--- src/rtl/mag_comp_pkg.sv ---
// Shared types for the pipelined magnitude comparator: the partial-result
// encoding carried between stages and the rule that merges slice results.
package mag_comp_pkg;

  typedef enum logic [1:0] {
    CMP_EQ = 2'b00,
    CMP_GT = 2'b01,
    CMP_LT = 2'b10
  } cmp_res_t;

  // Once a more significant slice has decided the order, lower slices cannot change it.
  function automatic cmp_res_t cmp_merge(cmp_res_t prev, cmp_res_t slice_res);
    return (prev == CMP_EQ) ? slice_res : prev;
  endfunction

endpackage

--- src/rtl/mag_comp_stage.sv ---
// One comparator pipeline stage: compares the top S bits of its operands,
// merges with the upstream result and forwards only the lower REM bits.
module mag_comp_stage
  import mag_comp_pkg::*;
#(
  parameter int S   = 4,
  parameter int REM = 4
) (
  input  logic                         clk,
  input  logic                         rst,
  input  logic                         en,
  input  logic                         in_valid,
  input  cmp_res_t                     in_res,
  input  logic [S+REM-1:0]             a_in,
  input  logic [S+REM-1:0]             b_in,
  output logic                         out_valid,
  output cmp_res_t                     out_res,
  output logic [(REM > 0 ? REM : 1)-1:0] a_rem,
  output logic [(REM > 0 ? REM : 1)-1:0] b_rem
);

  logic [S-1:0] a_slice;
  logic [S-1:0] b_slice;
  cmp_res_t     slice_res;

  assign a_slice = a_in[S+REM-1 -: S];
  assign b_slice = b_in[S+REM-1 -: S];

  // NOTE: default assigned first so every path drives slice_res and no latch is inferred.
  always_comb begin
    slice_res = CMP_EQ;
    if (a_slice > b_slice)      slice_res = CMP_GT;
    else if (a_slice < b_slice) slice_res = CMP_LT;
  end

  // NOTE: non-blocking assignments so every stage samples its neighbour's pre-edge value.
  always_ff @(posedge clk) begin
    if (rst)     out_valid <= 1'b0;
    else if (en) out_valid <= in_valid;
  end

  // NOTE: result and operand registers carry no reset; the valid bit qualifies them.
  always_ff @(posedge clk) begin
    if (en) out_res <= cmp_merge(in_res, slice_res);
  end

  if (REM > 0) begin : g_rem
    always_ff @(posedge clk) begin
      if (en) begin
        a_rem <= a_in[REM-1:0];
        b_rem <= b_in[REM-1:0];
      end
    end
  end else begin : g_no_rem
    assign a_rem = '0;
    assign b_rem = '0;
  end

endmodule

--- src/rtl/mag_comp_pipe.sv ---
// Pipelined K-bit magnitude comparator, S bits per stage, signed/unsigned per
// transaction, valid/ready on both sides with one global advance enable.
module mag_comp_pipe
  import mag_comp_pkg::*;
#(
  parameter int K = 8,
  parameter int S = 4
) (
  input  logic         clk,
  input  logic         rst,
  input  logic         in_valid,
  output logic         in_ready,
  input  logic [K-1:0] a,
  input  logic [K-1:0] b,
  input  logic         sgn,
  output logic         out_valid,
  input  logic         out_ready,
  output logic         gt,
  output logic         eq,
  output logic         lt
);

  localparam int N = K / S;

  if (K < 2 || S < 1 || (K % S) != 0) begin : g_param_check
    $error("mag_comp_pipe: K must be >= 2 and an integer multiple of S");
  end

  logic     en;
  logic [K-1:0] a_adj;
  logic [K-1:0] b_adj;
  cmp_res_t res_last;

  assign en       = !out_valid || out_ready;
  assign in_ready = en;

  // Flipping the sign bit maps two's-complement order onto unsigned order.
  assign a_adj = {a[K-1] ^ sgn, a[K-2:0]};
  assign b_adj = {b[K-1] ^ sgn, b[K-2:0]};

  for (genvar j = 0; j < N; j++) begin : g_stage
    localparam int W   = K - j * S;
    localparam int REM = W - S;

    logic [W-1:0]                  a_cur;
    logic [W-1:0]                  b_cur;
    logic                          v_cur;
    cmp_res_t                      r_cur;
    logic [(REM > 0 ? REM : 1)-1:0] a_nxt;
    logic [(REM > 0 ? REM : 1)-1:0] b_nxt;
    logic                          v_nxt;
    cmp_res_t                      r_nxt;

    if (j == 0) begin : g_head
      assign a_cur = a_adj;
      assign b_cur = b_adj;
      assign v_cur = in_valid;
      assign r_cur = CMP_EQ;
    end else begin : g_link
      assign a_cur = g_stage[j-1].a_nxt;
      assign b_cur = g_stage[j-1].b_nxt;
      assign v_cur = g_stage[j-1].v_nxt;
      assign r_cur = g_stage[j-1].r_nxt;
    end

    mag_comp_stage #(
      .S   (S),
      .REM (REM)
    ) u_stage (
      .clk       (clk),
      .rst       (rst),
      .en        (en),
      .in_valid  (v_cur),
      .in_res    (r_cur),
      .a_in      (a_cur),
      .b_in      (b_cur),
      .out_valid (v_nxt),
      .out_res   (r_nxt),
      .a_rem     (a_nxt),
      .b_rem     (b_nxt)
    );
  end

  // The last stage has no operand bits left to forward; its remainder outputs are tied to zero.
  logic unused_tail;
  assign unused_tail = ^{g_stage[N-1].a_nxt, g_stage[N-1].b_nxt};

  assign out_valid = g_stage[N-1].v_nxt;
  assign res_last  = g_stage[N-1].r_nxt;

  assign gt = out_valid && (res_last == CMP_GT);
  assign eq = out_valid && (res_last == CMP_EQ);
  assign lt = out_valid && (res_last == CMP_LT);

endmodule

--- config.mk ---
export PLATFORM = sky130hd
export DESIGN_NAME = mag_comp_pipe
export DESIGN_NICKNAME = d
export VERILOG_FILES = /design/src/rtl/mag_comp_pkg.sv /design/src/rtl/mag_comp_stage.sv /design/src/rtl/mag_comp_pipe.sv
export SDC_FILE = /design/constraint.sdc
export NUM_CORES = 1
export LEC_CHECK = 0
export CAP_MARGIN = 20
export CORE_ASPECT_RATIO = 1.2
export CORE_MARGIN = 2
export CORE_UTILIZATION = 40
export DETAILED_ROUTE_END_ITERATION = 8
export DONT_BUFFER_PORTS = 1
export GPL_ROUTABILITY_DRIVEN = 0
export GPL_TIMING_DRIVEN = 0
export PLACE_DENSITY_LB_ADDON = 0.2
export SETUP_SLACK_MARGIN = 0.3
export SYNTH_ARGS = -nofsm -noshare
export SYNTH_HDL_FRONTEND = slang
export SYNTH_HIERARCHICAL = 1
export SYNTH_SLANG_ARGS = --single-unit
--- constraint.sdc ---
create_clock -name clk -period 4.5 [get_ports clk]
set_input_delay 1.125 -clock clk [delete_from_list [all_inputs] [get_ports clk]]
set_output_delay 1.125 -clock clk [all_outputs]
set_load 0.02 [all_outputs]
==> flow_summary.yaml, run 1 <==
outcome:
  status: "complete, no violations"
worst_hold_path:
  min_path_type: "register to register"
  holdPathStages: 2
  min_to: "g_stage[1].u_stage/out_valid"
  hp-start: "g_stage[0].u_stage/out_valid"
global_route:
  grt_pass1_vias: 435
  grt_usage_pct: 10.57
  grt_pass1_wl_mm: 1.697
  grt_max_degree: 16
  antenna_found_initial: 0
  gr-total-overflow: 0
routing:
  avgViaCountPerCell: 5.413
  totalWireLength_um: 987
  antenna_left: 0
  drt_iter0_drc: 4
  drtPass1Iterations: 2
  drcViolationCount: 0
  vias: 433
  wl_per_cell_um: 12.34
worst_setup_path:
  r2r_end: "g_stage[0].u_stage/out_valid"
  crit_required_ns: 3.38
  r2r_slack_ns: 2.96
  r2r_start: "g_stage[1].u_stage/out_valid"
  arrival_ns: 1.78
  max_stage_delay_ns: 0.66
  crit_chain: "nand2b_1"
  cp_max_fo: 15
  cp_num_buf_inv: 0
  reg2reg_depth: 3
  cpMaxStageDelayCell: "nand2b_1"
  worst-setup-path-type: "input pin to output port"
  path_delay_family: "simple AND/OR/NAND/NOR gates"
  endpoint_kind: "output port"
  worst_setup_path_start_kind: "input pin"
yosys:
  syn_avg_cell_area_sq_um: 13.33
  synth_area_sq_um: 733.2
  synth_cells: 55
  ys_warn_count: 6
power:
  p_sw_share_pct: 23.29
  pwr-share-seq_pct: 60.3
  cellPowerDensity_mw_per_mm2: 334.7
  pwr-share-clk_pct: 25.6
  p_leak_uw: 0.0003618
  vdd_drop_max_v: 0.0001368
  power_frac_comb_pct: 14.1
  p_switching_uw: 61.84
  finalPower_uw: 265.5
  p_int_uw: 203.6
finish:
  diodes: 0
  fin_cells: 80
  area_growth_pct: 8.191
  drive_gt1_share_pct: 16.13
  nets: 92
sta:
  slew_headroom_pct: 41.92
  slew_viol_final: 0
  setup_tns_ns: 0
  period_share_pct: 64.66
  fin_skew_ns: 0.001164
  fmax_mhz: 343.7
  timing.hold.ws_ns: 0.5105
  rsz0062_at_grt: "no"
  fin_crit_ns: 2.910
  final_hold_viol_count: 0
  setup_viol: 0
  worst_pin_slew_ns: 0.8712
clock_network:
  clock_latency_ns: 0.27
  clockRootBuffer: "clkbuf_4"
  cts_tree: "yes"
  cts.sinks: 14
  cts-resized-gates: 0
  cts_buffer_depth: 2
  cts_setup_buffers: 0
  numCtsBuffers: 3
  path_clk_slew_ns: 0.08
  cts_max_level: 1
  cts-hold-fix-buffers: 0
floorplanning:
  die_area_sq_mm: 0.002193
  initial_core_util_pct: 43.60
  io_pins: 26
  chipWidth_um: 43.09
  core_sq_mm: 0.001682
  rows: 16
  die_y_um: 50.90
flow_run:
  drv_cap: 0
place:
  post-dp-hpwl_um: 811
  port_buffers: 0
  dp_cells: 76
[sequential cells by signal (all words and copies together), names as in the netlist]
| register | cells |
|---|---|
| g_stage.u_stage/a_rem | 4 |
| g_stage.u_stage/b_rem | 4 |
| g_stage.u_stage/out_res | 4 |
| g_stage.u_stage/out_valid | 2 |
[layout by cell type, fill, tap and decap left out]
cell type,n
nor2_1,4
edfxtp_1,12
nand2b_1,1
a41oi_1,2
o211ai_2,2
conb_1,4
dfxtp_1,2
nor2b_2,2
inv_1,8
a21oi_1,2
and3b_1,2
nor3b_2,1
clkinv_1,1
xor2_1,2
a21o_1,2
mux2i_1,2
clkbuf_4,3
a211oi_2,2
ha_1,8
[metrics by stage]
stage / setup WS, ns / utilization (%) / cell area (sq um)
finish: 1.590 / 47.17 / 793.3
global route: 1.498 / 47.17 / 793.3
CTS: 1.559 / 47.17 / 793.3
detailed placement: 1.554 / 45.61 / 767.0
global placement: 1.575 / 45.61 / 767.0
floorplan: 1.704 / - / 744.5
[per-layer routing]
metal / GRT usage, % / vias up / share of wire, %
met5: 0 / - / 0
met4: 9.091 / 0 / 1.9
met3: 1.060 / 2 / 5.8
met2: 20.40 / 17 / 59
met1: 9.234 / 203 / 33
li1: - / 211 / -
[power by group through the flow]
| stage | clock (uW) | combinational (uW) | sequential (uW) |
|---|---|---|---|
| floorplan | 0 | 31.8 | 162 |
| global placement | 0 | 36.7 | 163 |
| detailed placement | 0 | 37.7 | 164 |
| CTS | 72.9 | 38.1 | 161 |
| global route | 79.5 | 42.9 | 161 |
| finish | 68.0 | 37.3 | 160 |
[how the worst max path moves through the flow]
stage / startpoint / end / slack (ns) / cells after the start
final: out_ready / in_ready / 1.59 / 1
after global routing: out_ready / in_ready / 1.50 / 1
after CTS: out_ready / in_ready / 1.56 / 1
after detailed placement: out_ready / in_ready / 1.55 / 1
after global placement: out_ready / in_ready / 1.57 / 1
after floorplan: out_ready / in_ready / 1.70 / 1
[cell type report]
| type | count | area, sq um |
|---|---|---|
| Tap cell | 18 | 22.52 |
| Clock inverter | 1 | 3.754 |
| Clock buffer | 3 | 22.52 |
| Fill cell | 170 | 888.4 |
| Sequential cell | 14 | 400.4 |
| Inverter | 8 | 30.03 |
| Multi-Input combinational cell | 36 | 314.1 |
(Power assumes the default switching activity.)
==> run 2, diff against run 1 <==
==> constraint.sdc (replaced) <==
create_clock -name clk -period 2.84 [get_ports clk]
set_input_delay 0.71 -clock clk [delete_from_list [all_inputs] [get_ports clk]]
set_output_delay 0.71 -clock clk [all_outputs]
set_load 0.02 [all_outputs]
==> results of run 2 <==
The final DEF is identical to that of run 1. Status: complete, no violations.
Among the figures that moved: setup slack after placement 1.554 ns -> 0.7244 ns; setup slack after layout 1.590 ns -> 0.7601 ns; hold slack 0.5105 ns -> 0.5015 ns; register-to-register setup slack 2.96 ns -> 1.30 ns; total power 265.5 uW -> 420.7 uW; worst IR drop on VDD 0.0001368 V -> 0.0002168 V
==> run 3, diff against run 2 <==
==> constraint.sdc (replaced) <==
create_clock -name clk -period 1.7 [get_ports clk]
set_input_delay 0.425 -clock clk [delete_from_list [all_inputs] [get_ports clk]]
set_output_delay 0.425 -clock clk [all_outputs]
set_load 0.02 [all_outputs]
==> run 3 against run 2 <==
  * Die area is the same
  * Largest cell class unchanged
  * Hold slack worse by 0.29 ns
  * Clock skew is 0.0040 ns higher
  * Utilization rose by 3.9 points
  * Clock-buffer cell count is 1 higher
  * Cell area grew 8.2%
  * Worst setup slack got worse by 0.53 ns
  * Via count decreased by 3.0%
  * Combinational power is 100% higher
  * First-iteration DRC count decreased by 100%
  * Largest power group unchanged
  * Critical endpoint is now gt
==> flow_summary.yaml, run 3 (synthesized netlist as in run 1, its figures left out) <==
clock_network:
  cts_setup_buffers: 0
  clockRootBuffer: "clkbuf_4"
  clock_latency_ns: 0.27
  cts_tree: "yes"
  numCtsBuffers: 3
  cts_buffer_depth: 2
  path_clk_slew_ns: 0.08
  cts.sinks: 14
  cts_max_level: 1
worst_setup_path:
  worst-setup-path-type: "register to output port"
  cp_num_buf_inv: 0
  r2r_start: "g_stage[0].u_stage/a_rem[1]"
  cpMaxStageDelayCell: "edfxtp_1"
  cp_max_fo: 3
  max_stage_delay_ns: 0.44
  crit_required_ns: 1.27
  path_delay_family: "flip-flops"
  r2r_slack_ns: 0.38
  arrival_ns: 1.04
  endpoint_kind: "output port"
  crit_chain: "and3b_2"
  worst_setup_path_start_kind: "register"
  startpoint: "g_stage[1].u_stage/out_res[1]"
finish:
  area_growth_pct: 17.06
  multi_input_area_sq_um: 375.4
  nets: 92
  seq_area_sq_um: 404.1
  diodes: 0
  fin_cells: 80
  final_cell_mix: "edfxtp_1 (12), inv_1 (8), ha_1 (5)"
  n_fill_cell: 159
  layout_commonest_cell: "edfxtp_1"
  top_regs: "g_stage.u_stage/a_rem: 4 flops, g_stage.u_stage/b_rem: 4 flops, g_stage.u_stage/out_res: 4 flops"
  drive_gt1_share_pct: 29.03
global_route:
  busiest_layer: "met2"
  use_met3_pct: 4.240
  gr-total-overflow: 0
  grt_usage_pct: 10.92
  grt_max_degree: 16
  grt_pass1_vias: 446
  antenna_found_initial: 0
  grt_pass1_wl_mm: 1.704
  grt_util_met2_pct: 16.67
  met1_usage_pct: 10.99
floorplanning:
  die_area_sq_mm: 0.002193
  rows: 16
  die_y_um: 50.90
  chipWidth_um: 43.09
  core_sq_mm: 0.001682
  initial_core_util_pct: 43.60
  io_pins: 26
routing:
  avgViaCountPerCell: 5.250
  wl_per_cell_um: 13.91
  drt_iter0_drc: 0
  drtPass1Iterations: 1
  drcViolationCount: 0
  antenna_left: 0
  vias: 420
  totalWireLength_mm: 1.113
sta:
  rsz0062_at_grt: "yes"
  setup_viol: 0
  fin_crit_ns: 1.470
  slew_viol_final: 0
  setup_tns_ns: 0
  fin_skew_ns: 0.005204
  timing.hold.ws_ns: 0.2075
  final_hold_viol_count: 0
  fmax_mhz: 680.3
  period_share_pct: 86.46
power:
  cellPowerDensity_mw_per_mm2: 856.4
  finalPower_uw: 735.1
  vdd_drop_max_v: 0.0003308
  p_leak_uw: 0.0003742
place:
  dp_cells: 76
  port_buffers: 0
flow_run:
  drv_cap: 0
worst_hold_path:
  hp-start: "rst"
  min_path_type: "input pin to register"
outcome:
  status: "complete, no violations"
-- run 3: cell types whose count changed in the layout (fill, tap and decap cells not counted), sizes merged --
cell / before / now
clkbuf: 3 / 4
clkinv: 1 / 0
-- run 3: final cells by class --
class                   count  area share, %
clock buffers               4          3.061
inverters                   8          3.499
multi-input cells          36          43.73
flip-flops and latches     14          47.08
well taps                  18          2.624
-- run 3: worst paths after layout --
path / end / cells after the start
worst min register to register: g_stage[1].u_stage/out_valid / 2
worst max register to register: g_stage[1].u_stage/out_res[1] / 4
worst min-delay path: g_stage[1].u_stage/out_valid / 1
worst max-delay path: gt / 1
-- run 3: routing by layer --
metal | vias to the layer above | share of wire (%)
li1 | 209 | -
met1 | 187 | 38
met2 | 20 | 51
met3 | 4 | 7.7
met4 | 0 | 3.2
met5 | - | 0
-- run 3: stage by stage --
stage	setup WS [ns]	util [%]	area [sq um]
CTS	0.2039	49.55	833.3
global placement	0.1753	46.80	787.0
global route	0.1727	51.04	858.3
detailed placement	0.1151	46.80	787.0
floorplan	0.3038	-	764.5
finish	0.2301	51.04	858.3
-- run 3: report_power, final --
group	internal [uW]	leakage (uW)	switching (uW)	total [uW]
sequential	407	0.000141	22.7	430
clock	90.9	0.0000150	95.7	187
combinational	62.3	0.000218	56.7	119
total	560	0.000374	175	735
-- run 3: what timing repair did --
action | CTS | global route
hold buffers | 0 | 0
setup endpoints to repair | 18 | 4
gates resized for setup | 7 | 2
pin swaps | 1 | 2
hold endpoints to repair | 0 | 0
==> edit 1, RTL diff (settings of run 2) <==
The parameter `K` goes from 8 to 16.
--- a/src/rtl/mag_comp_pipe.sv
+++ b/src/rtl/mag_comp_pipe.sv
@@ -3,7 +3,7 @@
 module mag_comp_pipe
   import mag_comp_pkg::*;
 #(
-  parameter int K = 8,
+  parameter int K = 16,
   parameter int S = 4
 ) (
   input  logic         clk,
Ports: changed (resized a and b); port bits go from 26 to 42. The function was not compared with the original's and may differ.
==> edit 1 against run 2 <==
- synthesized area increased to 3.2 times the old value
- utilization decreased by 0.37 points
- highest routed layer unchanged
- design area increased to 3.4 times the old value
- wire length increased to 3.0 times the old value
- sequential cell count increased by 46
- power increased to 4.5 times the old value
- die area increased to 3.0 times the old value
- setup slack got worse by 0.094 ns
==> edit 1: results (changes against run 2) <==
metric	value	unit	change
outcome	completed		unchanged
antenna_found_initial	0		unchanged
min_path_type	reg -> reg		was in -> reg
min_to	g_stage[2].u_stage/b_rem[3]		was g_stage[1].u_stage/out_valid
worstPathArrival	1.46	ns	was 1.37 ns
r2r_start	g_stage[3].u_stage/out_valid		was g_stage[1].u_stage/out_valid
grtUsageTotal	10.4	%	was 10.6%
crit_family	simple AND/OR/NAND/NOR gates		unchanged
grt_pass1_wl	4.63	mm	was 1.70 mm
cts_buffers	9		was 3
clk_pin_slew_worst_paths	0.07	ns	
clk_latency	0.33	ns	was 0.27 ns
min-delay-start	g_stage[1].u_stage/b_rem[3]		was rst
r2r-end	g_stage[0].u_stage/out_valid		unchanged
drt-initial-drc-count	33		was 4
p_leak	1.09	nW	was 0.362 nW
final_layout_size_suffix_gt1_share	18.3	%	was 16.1%
peakVddDrop	0.564	mV	was 0.217 mV
critPathMaxFanout	61		was 15
postCtsSetupBuffers	0		unchanged
reg_top3	g_stage.u_stage/a_rem: 24 flops, g_stage.u_stage/b_rem: 24 flops, g_stage.u_stage/out_res: 8 flops		was g_stage.u_stage/a_rem: 4 flops, g_stage.u_stage/b_rem: 4 flops, g_stage.u_stage/out_res: 4 flops
dr.pass1.iters	4		was 2
cts_buffer_depth	2		unchanged
grt_max_degree	62		was 16
cpPeakStageDelay	0.67	ns	
nNetsFinal	202		was 92
tightest_slew	0.838	ns	was 0.871 ns
slowest_stage	nand2b_4		was nand2b_1
cts_resized	0		unchanged
via_count	1092		was 433
reg2reg_setup_slack	1.27	ns	was 1.30 ns
ctsHtreeMaxLevel	3		was 1
drt-total-wl	3.00	mm	was 987 microns
worst_clock_skew	0.00658	ns	was 0.00116 ns
yosys_warnings	6		unchanged
portBuffers	0		unchanged
holdPathStages	0		was 1
rr_worst_depth	3		unchanged
root_buffer	clkbuf_8		was clkbuf_4
hold_ws	0.415	ns	was 0.501 ns
antenna_cells	0		unchanged
place_hpwl	2.01	mm	was 811 microns
-- edit 1: worst max path at each step --
stage                                 start       end  slack (ns)  cells after the start
4_1_cts        g_stage[3].u_stage/out_valid  in_ready        0.62                      1
5_1_grt        g_stage[3].u_stage/out_valid  in_ready        0.54                      1
2_1_floorplan                     out_ready  in_ready        0.51                      1
3_5_place_dp                      out_ready  in_ready        0.73                      1
6_report       g_stage[3].u_stage/out_valid  in_ready        0.67                      1
3_3_place_gp                      out_ready  in_ready        0.27                      1
-- edit 1: cell type report --
type / instances / area [sq um]
fillers: 522 / 3040
flip-flops and latches: 60 / 1760
multi-input cells: 62 / 567
clock buffers: 10 / 128
well taps: 80 / 100
inverters: 16 / 60.1
clock inverters: 5 / 53.8
-- edit 1: power by group --
part / leakage (nW) / internal [W] / total, W / switching [W]
logic: 0.376 / 0.0000554 / 0.000112 / 0.0000569
registers: 0.620 / 0.00104 / 0.00107 / 0.0000282
clock network: 0.0959 / 0.000397 / 0.000702 / 0.000305
-- edit 1: metal layers --
metal / wire length [microns] / global-route usage, % / part of all wire, % / vias to the layer above
li1: - / - / - / 532
met1: 1200 / 10.1 / 40 / 515
met2: 1520 / 16.4 / 51 / 36
met3: 193 / 6.83 / 6.4 / 9
met4: 84 / 6.33 / 2.8 / 0
met5: 0 / 0 / 0 / -
-- edit 1: metrics by stage --
stage / worst slack [ns] / power [W] / util (%) / instance area [sq um] / instances
3_5_place_dp: 0.727 / 0.00120 / 43.6 / 2490 / 218
2_1_floorplan: 0.512 / 0.00117 / - / 2380 / 138
5_1_grt: 0.541 / 0.00197 / 46.8 / 2670 / 233
6_report: 0.667 / 0.00188 / 46.8 / 2670 / 233
4_1_cts: 0.624 / 0.00192 / 46.8 / 2670 / 233
3_3_place_gp: 0.270 / 0.00119 / 43.5 / 2480 / 218
==> edit 2, RTL diff (flow settings as in run 2) <==
Without the edit above. Make the reset (`rst`) asynchronous in one clocked block.
--- a/src/rtl/mag_comp_stage.sv
+++ b/src/rtl/mag_comp_stage.sv
@@ -34,7 +34,7 @@
   end
 
   // NOTE: non-blocking assignments so every stage samples its neighbour's pre-edge value.
-  always_ff @(posedge clk) begin
+  always_ff @(posedge clk or posedge rst) begin
     if (rst)     out_valid <= 1'b0;
     else if (en) out_valid <= in_valid;
   end
Behaviour: differs if rst is asserted again (counterexample within 4 cycles, from zero or initial values and one cycle with rst high); with rst held inactive, the same outputs for 10 cycles.
==> edit 2 against run 2 <==
- wire length down 1.1%
- power up 18%
- synthesized area up 1.7%
- clock skew up 0.0065 ns
- cell count up 1.3%
- die area up 1.6%
- design area up 1.7%
- sequential power up 12%
- sequential cell count unchanged
- setup slack worse by 0.055 ns
- highest routed layer unchanged
==> edit 2: results (changes against run 2) <==
metric	value	unit	change
place_ws	0.734	ns	was 0.724 ns
dp_cells	77		was 76
wl_met3	48	microns	was 57 microns
fillCellCount	165		was 170
outcome	completed		unchanged
final_layout_size_suffix_gt1_share	19.4	%	was 16.1%
min_path_type	in -> async		was in -> reg
finalNonFillerCells	81		was 80
num-multi-input-gates	34		was 36
p_leak	0.362	nW	about the same
dr.pass1.iters	4		was 2
use_met2	18.4	%	was 20.4%
place_area	781	sq um	was 767 sq um
drt-initial-drc-count	2		was 4
wl_met2	577	microns	was 586 microns
peakVddDrop	0.258	mV	was 0.217 mV
worstPathArrival	1.42	ns	was 1.37 ns
wl_met1	330	microns	was 323 microns
drt-vias-per-instance	5.25		was 5.41
grt_pass1_wl	1.63	mm	was 1.70 mm
multi_input_area_share	38.3	%	was 39.6%
drt-total-wl	976	microns	was 987 microns
multiInputGateArea	309	sq um	was 314 sq um
dieArea	0.00223	sq mm	was 0.00219 sq mm
grt_use_met1	9.71	%	was 9.23%
[edit 2: path summary, 6_finish.rpt]
path                                              start                      endpoint  slack [ns]  cells after the start
setup / recovery           g_stage[1].u_stage/out_valid                      in_ready        0.71                      1
hold / removal                                      rst  g_stage[0].u_stage/out_valid        0.16                      1
setup reg to reg           g_stage[1].u_stage/out_valid  g_stage[1].u_stage/out_valid        1.16                      2
hold reg to reg            g_stage[0].u_stage/out_valid  g_stage[0].u_stage/out_valid        0.51                      1
max in group asynchronous                           rst  g_stage[1].u_stage/out_valid        2.59                      1
min in group clk           g_stage[0].u_stage/out_valid  g_stage[0].u_stage/out_valid        0.51                      1
[edit 2: where the power goes]
part / internal (W) / leakage (nW) / switching (W)
Sequential: 0.000263 / 0.144 / 0.0000214
Clock: 0.0000543 / 0.0150 / 0.0000579
Combinational: 0.0000437 / 0.203 / 0.0000581
